## src/rtl/kbd_pkg.sv

```systemverilog
// Shared constants for the keyboard code path: PS/2 prefix bytes,
// prefix-decoder state encoding and the stored entry width {ext, brk, code}.
package kbd_pkg;

    localparam int KBD_DATA_W = 8;
    localparam logic [7:0] KBD_EXT = 8'hE0;
    localparam logic [7:0] KBD_BRK = 8'hF0;

    typedef enum logic [1:0] {
        IDLE     = 2'd0,
        GOT_E0   = 2'd1,
        GOT_F0   = 2'd2,
        GOT_E0F0 = 2'd3
    } kbd_state_t;

    // Entry width: the code plus the extended and break flags.
    function automatic int entry_w(input int data_w);
        return data_w + 2;
    endfunction

endpackage

```

## src/rtl/kbd_fifo_mem.sv

```systemverilog
// FWFT FIFO storage: sync write, async read of the head, registered occupancy.
// Latency: pushed word is visible at the head the cycle after the write edge.
// Backpressure: push is dropped when full unless a pop happens in the same cycle.
module kbd_fifo_mem #(
    parameter int W     = 10,
    parameter int DEPTH = 8
) (
    input  logic                       clk,
    input  logic                       rst,
    input  logic                       push,
    input  logic                       pop,
    input  logic [W-1:0]               wdata,
    output logic [W-1:0]               rdata,
    output logic [$clog2(DEPTH+1)-1:0] cuenta,
    output logic                       vacio,
    output logic                       lleno
);
    localparam int AW = $clog2(DEPTH);
    localparam int CW = $clog2(DEPTH+1);

    logic [W-1:0]  mem [DEPTH];
    logic [AW-1:0] wr_ptr;
    logic [AW-1:0] rd_ptr;
    logic          do_pop;
    logic          do_push;

    assign do_pop  = pop && !vacio;
    assign do_push = push && (!lleno || do_pop);

    // Storage is deliberately not reset; the pointers define what is valid.
    always_ff @(posedge clk) begin
        if (do_push) mem[wr_ptr] <= wdata;
    end

    always_ff @(posedge clk) begin
        if (!rst) begin
            wr_ptr <= '0;
            rd_ptr <= '0;
            cuenta <= '0;
        end else begin
            if (do_push) wr_ptr <= wr_ptr + 1'b1;
            if (do_pop)  rd_ptr <= rd_ptr + 1'b1;
            if (do_push && !do_pop)
                cuenta <= cuenta + 1'b1;
            else if (do_pop && !do_push)
                cuenta <= cuenta - 1'b1;
        end
    end

    assign rdata = mem[rd_ptr];
    assign vacio = (cuenta == '0);
    assign lleno = (cuenta == CW'(DEPTH));

endmodule

```

## src/rtl/reg_datos_fifo.sv

```systemverilog
// Decodes PS/2 E0/F0 prefixes into per-entry flags and buffers codes in a FWFT FIFO.
// Latency: a code accepted at edge N is at the head from cycle N+1.
// Backpressure: none upstream; codes arriving when full are dropped and flag sticky ovf.
module reg_datos_fifo
    import kbd_pkg::*;
#(
    parameter int DATA_W       = KBD_DATA_W,
    parameter int DEPTH        = 8,
    parameter bit PREFIX_EN    = 1'b1,
    parameter bit FILTER_BREAK = 1'b0
) (
    input  logic                       clk,
    input  logic                       rst,
    input  logic [DATA_W-1:0]          dato,
    input  logic                       EN,
    input  logic                       rd,
    input  logic                       clr_ovf,
    output logic [DATA_W-1:0]          dato_out,
    output logic                       ext_out,
    output logic                       brk_out,
    output logic                       vacio,
    output logic                       lleno,
    output logic [$clog2(DEPTH+1)-1:0] cuenta,
    output logic                       ovf
);
    localparam int EW = entry_w(DATA_W);

    kbd_state_t        state;
    kbd_state_t        state_nxt;
    logic              push_req;
    logic              push_ext;
    logic              push_brk;
    logic              is_ext;
    logic              is_brk;
    logic [EW-1:0]     head;

    assign is_ext = (dato == DATA_W'(KBD_EXT));
    assign is_brk = (dato == DATA_W'(KBD_BRK));

    always_comb begin
        state_nxt = state;
        push_req  = 1'b0;
        push_ext  = 1'b0;
        push_brk  = 1'b0;
        if (EN) begin
            if (!PREFIX_EN) begin
                push_req = 1'b1;
            end else begin
                case (state)
                    IDLE: begin
                        if (is_ext)      state_nxt = GOT_E0;
                        else if (is_brk) state_nxt = GOT_F0;
                        else             push_req  = 1'b1;
                    end
                    GOT_E0: begin
                        if (is_brk) state_nxt = GOT_E0F0;
                        else if (!is_ext) begin
                            push_req  = 1'b1;
                            push_ext  = 1'b1;
                            state_nxt = IDLE;
                        end
                    end
                    GOT_F0: begin
                        if (is_ext) state_nxt = GOT_E0F0;
                        else if (!is_brk) begin
                            push_req  = !FILTER_BREAK;
                            push_brk  = 1'b1;
                            state_nxt = IDLE;
                        end
                    end
                    default: begin
                        if (!is_ext && !is_brk) begin
                            push_req  = !FILTER_BREAK;
                            push_ext  = 1'b1;
                            push_brk  = 1'b1;
                            state_nxt = IDLE;
                        end
                    end
                endcase
            end
        end
    end

    // Full implies non-empty, so rd alone tells whether the slot frees up this edge.
    always_ff @(posedge clk) begin
        if (!rst) begin
            state <= IDLE;
            ovf   <= 1'b0;
        end else begin
            state <= state_nxt;
            if (push_req && lleno && !rd) ovf <= 1'b1;
            else if (clr_ovf)             ovf <= 1'b0;
        end
    end

    kbd_fifo_mem #(.W(EW), .DEPTH(DEPTH)) u_mem (
        .clk    (clk),
        .rst    (rst),
        .push   (push_req),
        .pop    (rd),
        .wdata  ({push_ext, push_brk, dato}),
        .rdata  (head),
        .cuenta (cuenta),
        .vacio  (vacio),
        .lleno  (lleno)
    );

    assign dato_out = vacio ? '0 : head[DATA_W-1:0];
    assign ext_out  = !vacio && head[DATA_W+1];
    assign brk_out  = !vacio && head[DATA_W];

endmodule

```

## config.mk

```make
export PLATFORM = sky130hd
export DESIGN_NAME = reg_datos_fifo
export DESIGN_NICKNAME = d
export VERILOG_FILES = /design/src/rtl/kbd_pkg.sv /design/src/rtl/kbd_fifo_mem.sv /design/src/rtl/reg_datos_fifo.sv
export SDC_FILE = /design/constraint.sdc
export NUM_CORES = 1
export LEC_CHECK = 0
export BUFFER_PORTS_ARGS = -buffer_cell sky130_fd_sc_hd__buf_2
export CORE_ASPECT_RATIO = 1.75
export CORE_MARGIN = 4
export CORE_UTILIZATION = 34
export CTS_BUF_LIST = sky130_fd_sc_hd__clkbuf_4 sky130_fd_sc_hd__clkbuf_8
export DETAILED_ROUTE_END_ITERATION = 6
export SKIP_CTS_REPAIR_TIMING = 1
export SLEW_MARGIN = 20
export SYNTH_ARGS = -nofsm -noshare
export SYNTH_HDL_FRONTEND = slang
export SYNTH_SLANG_ARGS = --single-unit
```

## constraint.sdc

```tcl
create_clock -name clk -period 3.57 [get_ports clk]
set_input_delay 0.357 -clock clk [delete_from_list [all_inputs] [get_ports clk]]
set_output_delay 0.357 -clock clk [all_outputs]
set_load 0.05 [all_outputs]
```

==> results of run 1 <==
==> worst paths after layout <==
| kind | start | endpoint | slack, ns | cells after the start |
|---|---|---|---|---|
| worst min-delay path | dato[7] | u_mem.mem[0][7] | 0.28 | 1 |
| worst max register to register | u_mem.cuenta[0] | u_mem.cuenta[3] | 0.81 | 11 |
| worst max-delay path | u_mem.cuenta[0] | u_mem.cuenta[3] | 0.81 | 11 |
| worst min register to register | state[1] | state[1] | 0.49 | 2 |
==> per-layer routing <==
metal / track usage, % / share of wire, % / up-vias
li1: - / - / 930
met3: 3.15 / 4.1 / 5
met1: 13.2 / 37 / 1028
met5: 0 / 0 / -
met2: 22.4 / 58 / 42
met4: 5.22 / 1.3 / 0
==> cells in the mapped netlist (all sizes together) (2+ instances only) <==
master | instances | area share [%]
nand2 | 10 | 1.2
ha | 5 | 1.6
a21oi | 3 | 0.39
o21ai | 2 | 0.26
dfxtp | 16 | 8.3
nor2 | 16 | 1.6
nor2b | 2 | 0.32
inv | 5 | 0.55
mux2i | 15 | 3.9
nor3 | 4 | 0.52
nand2b | 5 | 0.81
edfxtp | 80 | 62
buf | 3 | 0.36
mux4 | 20 | 12
nand3 | 3 | 0.39
clkbuf | 5 | 0.49
nor4 | 2 | 0.32
xnor2 | 4 | 0.91
and2 | 8 | 1.3
==> layout make-up <==
cell class / instances / area [um2] / area share, %
clock buffers: 14 / 180 / 4.08
clock inverters: 2 / 12.5 / 0.283
inverters: 5 / 21.3 / 0.481
multi-input cells: 110 / 1100 / 24.8
flip-flops and latches: 96 / 2720 / 61.6
well taps: 132 / 165 / 3.74
repair buffers: 39 / 220 / 4.98
==> where the power goes <==
group / internal, uW / switching [uW]
clock network: 326 / 353
registers: 1290 / 52.3
logic: 400 / 702
total: 2010 / 1110
==> per-stage QoR <==
stage               utilization (%)  hold slack [ns]  cell area, um2  total power [uW]
finish                         39.8            0.282            4420              3120
global route                   39.8            0.282            4420              3280
CTS                            39.8            0.262            4420              3180
detailed placement             38.1            0.466            4230              2500
global placement               38.1            0.464            4230              2490
floorplan                         -            0.429            3850              2220
==> flip-flops by register name, indices dropped and copies added, names as in the netlist, named ones only <==
register      flops
u_mem.cuenta      4
u_mem.mem        80
u_mem.wr_ptr      3
ovf               1
state             2
u_mem.rd_ptr      3
==> worst max-delay path, cell delays in order, from the launching register on <==
cell	delay [ns]
dfxtp_1	0.39
or4b_1	0.56
or2_4	0.28
nand2_4	0.13
inv_4	0.05
ha_1	0.21
inv_1	0.13
ha_1	0.29
a21oi_1	0.19
a211oi_1	0.10
a31oi_1	0.19
mux2i_1	0.19
==> logic make-up after synthesis <==
group,count (synthesis)
compound gates,10
xor+xnor,4
fa+ha+maj,6
buf+inv,13
flops,96
mux,35
simple gates,55
==> impl_metrics.csv, run 1 <==
group,metric,value,unit
clock_tree,clock-sinks,96,
sta,slew_violations,0,
worst_setup_path,worstSetupEndpointType,"register",
yosys,synth_ff_type,"edfxtp_1",
sta,worst_slew_pin_slew,0.971,ns
global_route,grt_max_degree,21,
sta,hold_viol,0,
clock_tree,clock_latency,0.36,ns
routing,viasPerCell,5.04,
global_route,antenna_found_initial,0,
yosys,synth-async-reset-ratio,0,%
global_route,grt_pass1_wl,11600,um
finish,nNetsFinal,280,
yosys,ys_types,34,
yosys,yosys_warnings,0,
finish,layout-drive-gt1-share,30.5,%
sta,period_share,77.4,%
sta,relSlewSlack,34.8,%
sta,setup_viol,0,
routing,ant_nets,0,
placed_design,pre_cts_slack,0.654,ns
die,io_pins,30,
status,outcome,"complete, no violations",
worst_setup_path,path_class,"register to register",
yosys,syn-num-nets,238,
yosys,synthMuxAreaShare,15.6,%
sta,setup_tns,0,ns
sta,layout_setup_ws,0.807,ns
routing,postRouteWirelength,7430,um
yosys,syn_area,3850,um2
yosys,synth_cells,219,
finish,final_common_cell,"edfxtp_1",
yosys,synth_fa_ha_area_share,2.14,%
finish,nFillCells,1060,
yosys,synth_top_family_by_area,"multiplexers",
worst_setup_path,required,3.86,ns
die,die-height,149,um
yosys,synth_edf_count,80,
sta,min_period,2.76,ns
yosys,synth_compound_area_share,1.72,%
global_route,grt_pass1_vias,2113,
sta,rsz0062_at_grt,"false",
routing,initialDrtViolationCount,102,
placed_design,portBuffers,29,
placed_design,place_inst,382,
finish,final_cells,398,
yosys,synth-simple-area-share,7.54,%
global_route,grt_overflow,0,
routing,via_count,2005,
routing,dr.pass1.iters,5,
placed_design,dp_hpwl,5020,um
yosys,syn_avg_cell_area,17.6,um2
power_and_ir_drop,irDropWorstVdd,0.000429,V
clock_tree,clockBufferDepth,2,
routing,wl_per_cell,18.7,um
yosys,synth-seq-area-share,70.7,%
power_and_ir_drop,power_leakage,0.00151,uW
finish,area_growth,14.7,%
sta,fmax,362,MHz
power_and_ir_drop,powerDensity,706,nW/um2
die,rows,51,
yosys,synth-seq-cells,96,
clock_tree,numCtsBuffers,9,
worst_setup_path,critical_path.max_fanout,6,
placed_design,place.gp.congestion,0.689,
worst_setup_path,critPathLaunchType,"register",
die,start_util,34.7,%
clock_tree,cts.clk_slew.worst_paths,0.08,ns
worst_setup_path,arrival,3.06,ns
global_route,grt.total_usage,12.4,%
clock_tree,root_buffer,"clkbuf_8",
sta,fin_skew,0.00438,ns
job,maxCapViolations,0,
die,design.core.area,11100,um2
yosys,yosys.area_share.xor_xnor,0.910,%
finish,diodes,0,
finish,final_cell_mix,"edfxtp_1, buf_2, mux4_2",
clock_tree,cts_tree,"done",
die,die_x,88.5,um
routing,drc_errors,0,
clock_tree,htree_num_levels,3,
hold_path,hold_path_class,"input port to register",
die,die_area,13200,um2
Power figures use the tool's default switching activity.
==> run 2, diff against run 1 <==
--- a/config.mk
+++ b/config.mk
@@ -5,6 +5,7 @@
 export SDC_FILE = /design/constraint.sdc
 export NUM_CORES = 1
 export LEC_CHECK = 0
+export ABC_AREA = 1
 export BUFFER_PORTS_ARGS = -buffer_cell sky130_fd_sc_hd__buf_2
 export CORE_ASPECT_RATIO = 1.75
 export CORE_MARGIN = 4
==> constraint.sdc (replaced) <==
create_clock -name clk -period 2.6 [get_ports clk]
set_input_delay 0.26 -clock clk [delete_from_list [all_inputs] [get_ports clk]]
set_output_delay 0.26 -clock clk [all_outputs]
set_load 0.05 [all_outputs]
==> run 2 against run 1 <==
Non-clock buffer count up 6. Global-route usage up 0.49 points. Critical path depth down 5. Synthesized cell count up 74%. Clock-buffer cell count unchanged. Total power up 47%. Wire length up 12%. Hold slack worse by 0.13 ns. Critical endpoint is now dato_out[3]. Largest cell class unchanged.
==> impl_metrics.csv, run 2 <==
group,metric,value,unit
sta,slew_violations,0,
yosys,synth-async-reset-ratio,0,%
power_and_ir_drop,powerDensity,981,nW/um2
status,outcome,"complete, no violations",
finish,area_growth,14.4,%
yosys,synth-seq-cells,96,
yosys,synth-seq-area-share,66.7,%
yosys,yosysTopAreaCellShare,58.9,%
global_route,antenna_found_initial,0,
yosys,synthTopCellsByCount,"nor2_1, edfxtp_1, o21ai_0, nand2_1, inv_1",
routing,drc_errors,0,
die,design.core.area,11600,um2
finish,layout-drive-gt1-share,18.2,%
power_and_ir_drop,seq_power_share,40.1,%
die,die_x,90.8,um
die,io_pins,30,
placed_design,place_inst,547,
routing,dr.pass1.iters,4,
finish,final_cells,563,
sta,setup_tns,0,ns
sta,hold_viol,0,
worst_setup_path,r2r-end,"u_mem.cuenta[3]",
routing,viasPerCell,4.84,
finish,final_common_cell,"nor2_1",
finish,final_cell_mix,"nor2_1, edfxtp_1, o21ai_0",
yosys,syn-num-nets,401,
worst_setup_path,r2r-start,"u_mem.cuenta[0]",
power_and_ir_drop,power.internal,2780,uW
worst_setup_path,cpPeakStageDelay,0.33,ns
clock_tree,cts.clk_slew.worst_paths,0.08,ns
finish,largest_reg_flops,80,
placed_design,portBuffers,29,
worst_setup_path,cp-endpoint,"dato_out[3]",
worst_setup_path,critical_path.max_fanout,16,
worst_setup_path,path_cells,"buf_4 > clkinvlp_4 > nor2_1 > o21ai_0 > a31oi_1 > buf_2",
clock_tree,clock-sinks,96,
clock_tree,clock_latency,0.36,ns
yosys,syn_area,4080,um2
sta,relSlewSlack,67.7,%
power_and_ir_drop,comb_power_share,37.8,%
sta,min_period,2.31,ns
worst_setup_path,r2r_slack,0.32,ns
placed_design,place.gp.congestion,0.804,
worst_setup_path,required,2.34,ns
yosys,synth_top_area_cell,"edfxtp_1",
finish,nFillCells,1082,
power_and_ir_drop,switchingPower,1800,uW
power_and_ir_drop,switching_share,39.3,%
sta,setup_viol,0,
sta,worst_slew_pin_slew,0.484,ns
worst_setup_path,arrival,2.05,ns
worst_setup_path,path_depth,6,
yosys,synth.most_common_cell,"nor2_1",
die,die-height,153,um
sta,fmax,432,MHz
finish,reg_top3,"u_mem.mem x80, u_mem.cuenta x4",
sta,fin_skew,0.0127,ns
yosys,synth_edf_count,80,
global_route,grt_max_degree,23,
hold_path,hold_path_class,"input port to register",
worst_setup_path,critical-path-top-delay-family,"buffers and inverters",
global_route,grt_pass1_wl,13800,um
clock_tree,root_buffer,"clkbuf_8",
global_route,grt.total_usage,12.8,%
yosys,yosys_warnings,0,
routing,wl_per_cell,14.8,um
die,die_area,13900,um2
yosys,syn_avg_cell_area,10.7,um2
power_and_ir_drop,irDropWorstVdd,0.000532,V
clock_tree,numCtsBuffers,9,
routing,ant_nets,0,
yosys,ys_types,26,
power_and_ir_drop,clkPwrFrac,22.1,%
worst_setup_path,rr_worst_depth,15,
placed_design,dp_hpwl,5820,um
sta,rsz0062_at_grt,"false",
routing,postRouteWirelength,8350,um
routing,initialDrtViolationCount,194,
global_route,grt_pass1_vias,2785,
finish,nNetsFinal,442,
clock_tree,htree_num_levels,3,
sta,period_share,89.0,%
finish,regMostFlops,"u_mem.mem",
routing,via_count,2724,
worst_setup_path,worst-path-buf-inv,3,
global_route,grt_overflow,0,
worst_setup_path,worstSetupEndpointType,"output pin",
worst_setup_path,critPathLaunchType,"register",
yosys,synthTopCellsByArea,"edfxtp_1, nor2_1, dfxtp_1, o21ai_0, o21ai_1",
die,start_util,35.0,%
yosys,synth_cells,382,
worst_setup_path,path_class,"register to output pin",
clock_tree,cts_tree,"done",
job,maxCapViolations,0,
clock_tree,clockBufferDepth,2,
die,rows,52,
finish,diodes,0,
worst_setup_path,cpMaxStageDelayCell,"dfxtp_1",
yosys,synth_ff_type,"edfxtp_1",
power_and_ir_drop,power_leakage,0.00177,uW
run 2: changes by cell type after synthesis, moves of 7 or more:
cell	previous run	this run
and2_1	8	0
nand3_1	3	10
nor2_1	16	96
mux2i_1	15	0
inv_1	4	26
nand2_1	9	27
mux4_2	20	0
o21ai_1	1	22
o21ai_0	1	46
a31oi_1	1	10
run 2: how the worst min path moves through the flow:
stage | depth (start not counted) | endpoint | slack, ns | start
after floorplan | 0 | u_mem.mem[0][0] | 0.36 | dato[0]
after CTS | 4 | ovf | 0.14 | clr_ovf
after detailed placement | 2 | u_mem.rd_ptr[2] | 0.46 | u_mem.rd_ptr[2]
after global routing | 4 | ovf | 0.16 | clr_ovf
final | 4 | ovf | 0.15 | clr_ovf
after global placement | 2 | u_mem.rd_ptr[2] | 0.45 | u_mem.rd_ptr[2]
run 2: worst register-to-register path: cells and delay by family, from the launching register on:
kind	cells	cell delay [ns]
adder cells (fa/ha/maj)	2	0.47
flip-flops	1	0.38
AO/OA/AOI/OAI	1	0.20
AND/OR/NAND/NOR	10	0.99
buffers and inverters	2	0.16
run 2: logic make-up after synthesis:
group / count (synthesis) / share of synthesized area [%]
simple gates: 147 / 15.4
flops: 96 / 66.7
compound gates: 87 / 11.1
xor+xnor: 2 / 0.429
buf+inv: 44 / 4.35
fa+ha+maj: 6 / 2.02
run 2: stage by stage:
stage	hold WS (ns)	util, %	area (um2)	total power (uW)	setup WS (ns)
global placement	0.448	38.2	4450	3590	0.254
finish	0.152	40.1	4670	4580	0.287
global route	0.156	40.1	4670	4870	0.00485
CTS	0.141	40.1	4660	4630	0.0795
floorplan	0.359	-	4080	3150	0.204
detailed placement	0.463	38.2	4450	3620	0.202
run 2: layout make-up:
type | count | area (um2) | area share [%]
timing repair buffer | 45 | 265 | 5.68
multi-input combinational | 242 | 1180 | 25.3
clock inverter | 2 | 37.5 | 0.804
inverter | 29 | 113 | 2.41
tap | 135 | 169 | 3.62
sequential | 96 | 2720 | 58.3
clock buffer | 14 | 180 | 3.86
run 2: metal layers:
layer	track usage, %	routed length, um	vias to the layer above
li1	-	-	1388
met1	13.2	3270	1284
met2	24.5	4670	38
met3	2.85	241	14
met4	5.47	170	0
met5	0	0	-
run 2: power groups by stage:
stage	clock [uW]	sequential [uW]	combinational, uW
2_1_floorplan	0	1950	1200
3_3_place_gp	0	1870	1720
3_5_place_dp	0	1870	1750
4_1_cts	1040	1840	1750
5_1_grt	1110	1850	1900
6_report	1010	1840	1730
==> run 3, diff against run 2 <==
--- a/config.mk
+++ b/config.mk
@@ -9,7 +9,7 @@
 export BUFFER_PORTS_ARGS = -buffer_cell sky130_fd_sc_hd__buf_2
 export CORE_ASPECT_RATIO = 1.75
 export CORE_MARGIN = 4
-export CORE_UTILIZATION = 34
+export CORE_UTILIZATION = 40
 export CTS_BUF_LIST = sky130_fd_sc_hd__clkbuf_4 sky130_fd_sc_hd__clkbuf_8
 export DETAILED_ROUTE_END_ITERATION = 6
 export SKIP_CTS_REPAIR_TIMING = 1
==> run 3 against run 2 <==
Sequential power hardly changed. Clock power about the same. Clock-buffer cell count is 2 lower.
==> impl_metrics.csv, run 3 (synthesis gave the netlist of run 2 again) <==
group,metric,value,unit
status,outcome,"complete, no violations",
finish,final_cell_mix,"nor2_1, edfxtp_1, o21ai_0",
sta,period_share,87.5,%
routing,drc_errors,0,
finish,nFillCells,938,
clock_tree,numCtsBuffers,9,
global_route,grt_overflow,0,
sta,slew_violations,0,
global_route,grt.total_usage,15.5,%
die,start_util,41.2,%
job,maxCapViolations,0,
sta,min_period,2.27,ns
global_route,use_met3,2.32,%
routing,initialDrtViolationCount,208,
global_route,grt_max_degree,26,
clock_tree,root_buffer,"clkbuf_8",
finish,reg_top3,"u_mem.mem x80, u_mem.cuenta x4",
sta,layout_setup_ws,0.325,ns
placed_design,portBuffers,29,
placed_design,pre_cts_slack,0.0963,ns
sta,setup_tns,0,ns
global_route,grt_pass1_vias,2848,
die,io_pins,30,
sta,hold_viol,0,
routing,viasPerCell,5.06,
power_and_ir_drop,powerDensity,990,nW/um2
finish,nNetsFinal,444,
die,design.core.area,9910,um2
power_and_ir_drop,power_leakage,0.00179,uW
global_route,met2_usage,27.6,%
sta,relSlewSlack,53.0,%
clock_tree,htree_num_levels,3,
placed_design,dp_hpwl,5920,um
sta,fmax,440,MHz
sta,setup_viol,0,
sta,worst_slew_pin_slew,0.704,ns
finish,diodes,0,
clock_tree,cts.clk_slew.worst_paths,0.08,ns
die,die_x,84.4,um
finish,largest_reg_flops,80,
worst_setup_path,critPathLaunchType,"register",
global_route,busiest_layer,"met2",
die,rows,48,
global_route,use_met1,17.7,%
sta,fin_skew,0.00610,ns
hold_path,hold_path_class,"input port to register",
worst_setup_path,worstSetupEndpointType,"output pin",
finish,multi_input_area,1180,um2
routing,wl_per_cell,15.6,um
sta,rsz0062_at_grt,"false",
die,die_area,11900,um2
clock_tree,clock-sinks,96,
finish,layout-drive-gt1-share,18.4,%
power_and_ir_drop,irDropWorstVdd,0.000793,V
global_route,antenna_found_initial,0,
worst_setup_path,arrival,2.01,ns
placed_design,place.gp.congestion,0.745,
routing,ant_nets,0,
routing,postRouteWirelength,8650,um
worst_setup_path,critical_path.max_fanout,21,
global_route,grt_pass1_wl,14100,um
finish,seq_area,2720,um2
worst_setup_path,required,2.34,ns
routing,via_count,2810,
routing,dr.pass1.iters,4,
finish,area_growth,14.4,%
finish,final_common_cell,"nor2_1",
finish,regMostFlops,"u_mem.mem",
clock_tree,cts_tree,"done",
clock_tree,clock_latency,0.35,ns
worst_setup_path,path_class,"register to output pin",
clock_tree,clockBufferDepth,2,
die,die-height,142,um
==> run 3: cell type report <==
type,count,share of cell area [%]
Clock inverter,4,1.47
Inverter,29,2.41
Timing Repair Buffer,47,6.00
Tap cell,125,3.35
Multi-Input combinational cell,242,25.3
Clock buffer,12,3.13
Sequential cell,96,58.3
==> run 3: metrics by stage <==
step	utilization, %	hold WS, ns	cell area (um2)	total power (uW)	instances
floorplan	-	0.359	4080	3150	382
global placement	44.9	0.448	4450	3610	539
detailed placement	44.9	0.455	4450	3640	539
CTS	47.1	0.131	4660	4670	555
global route	47.1	0.147	4670	4900	555
finish	47.1	0.151	4670	4630	555
==> run 3: per-layer routing <==
layer  wire, um  vias to the layer above
met4        284                        0
met3        235                       17
met1       3560                     1348
met5          0                        -
li1           -                     1400
met2       4570                       45
==> run 3: critical path, stage by stage, from the launching register on <==
cell	delay (ns)
dfxtp_1	0.35
buf_4	0.27
clkinvlp_4	0.30
nor2_1	0.16
o21ai_0	0.09
a31oi_1	0.19
buf_2	0.29
==> run 3: worst paths after layout <==
check | startpoint | endpoint | slack, ns | depth (start not counted)
worst max-delay path | register | ext_out | 0.33 | 6
worst min-delay path | clr_ovf | ovf | 0.15 | 4
worst max register to register | u_mem.cuenta[0] | u_mem.cuenta[3] | 0.33 | 15
worst min register to register | u_mem.rd_ptr[2] | register | 0.46 | 2
==> run 3: power breakdown <==
| group | leakage [uW] | internal, uW | total, uW | switching, uW |
|---|---|---|---|---|
| combinational | 0.000811 | 469 | 1750 | 1280 |
| sequential | 0.000862 | 1770 | 1840 | 65.7 |
| clock | 0.000112 | 570 | 1040 | 472 |
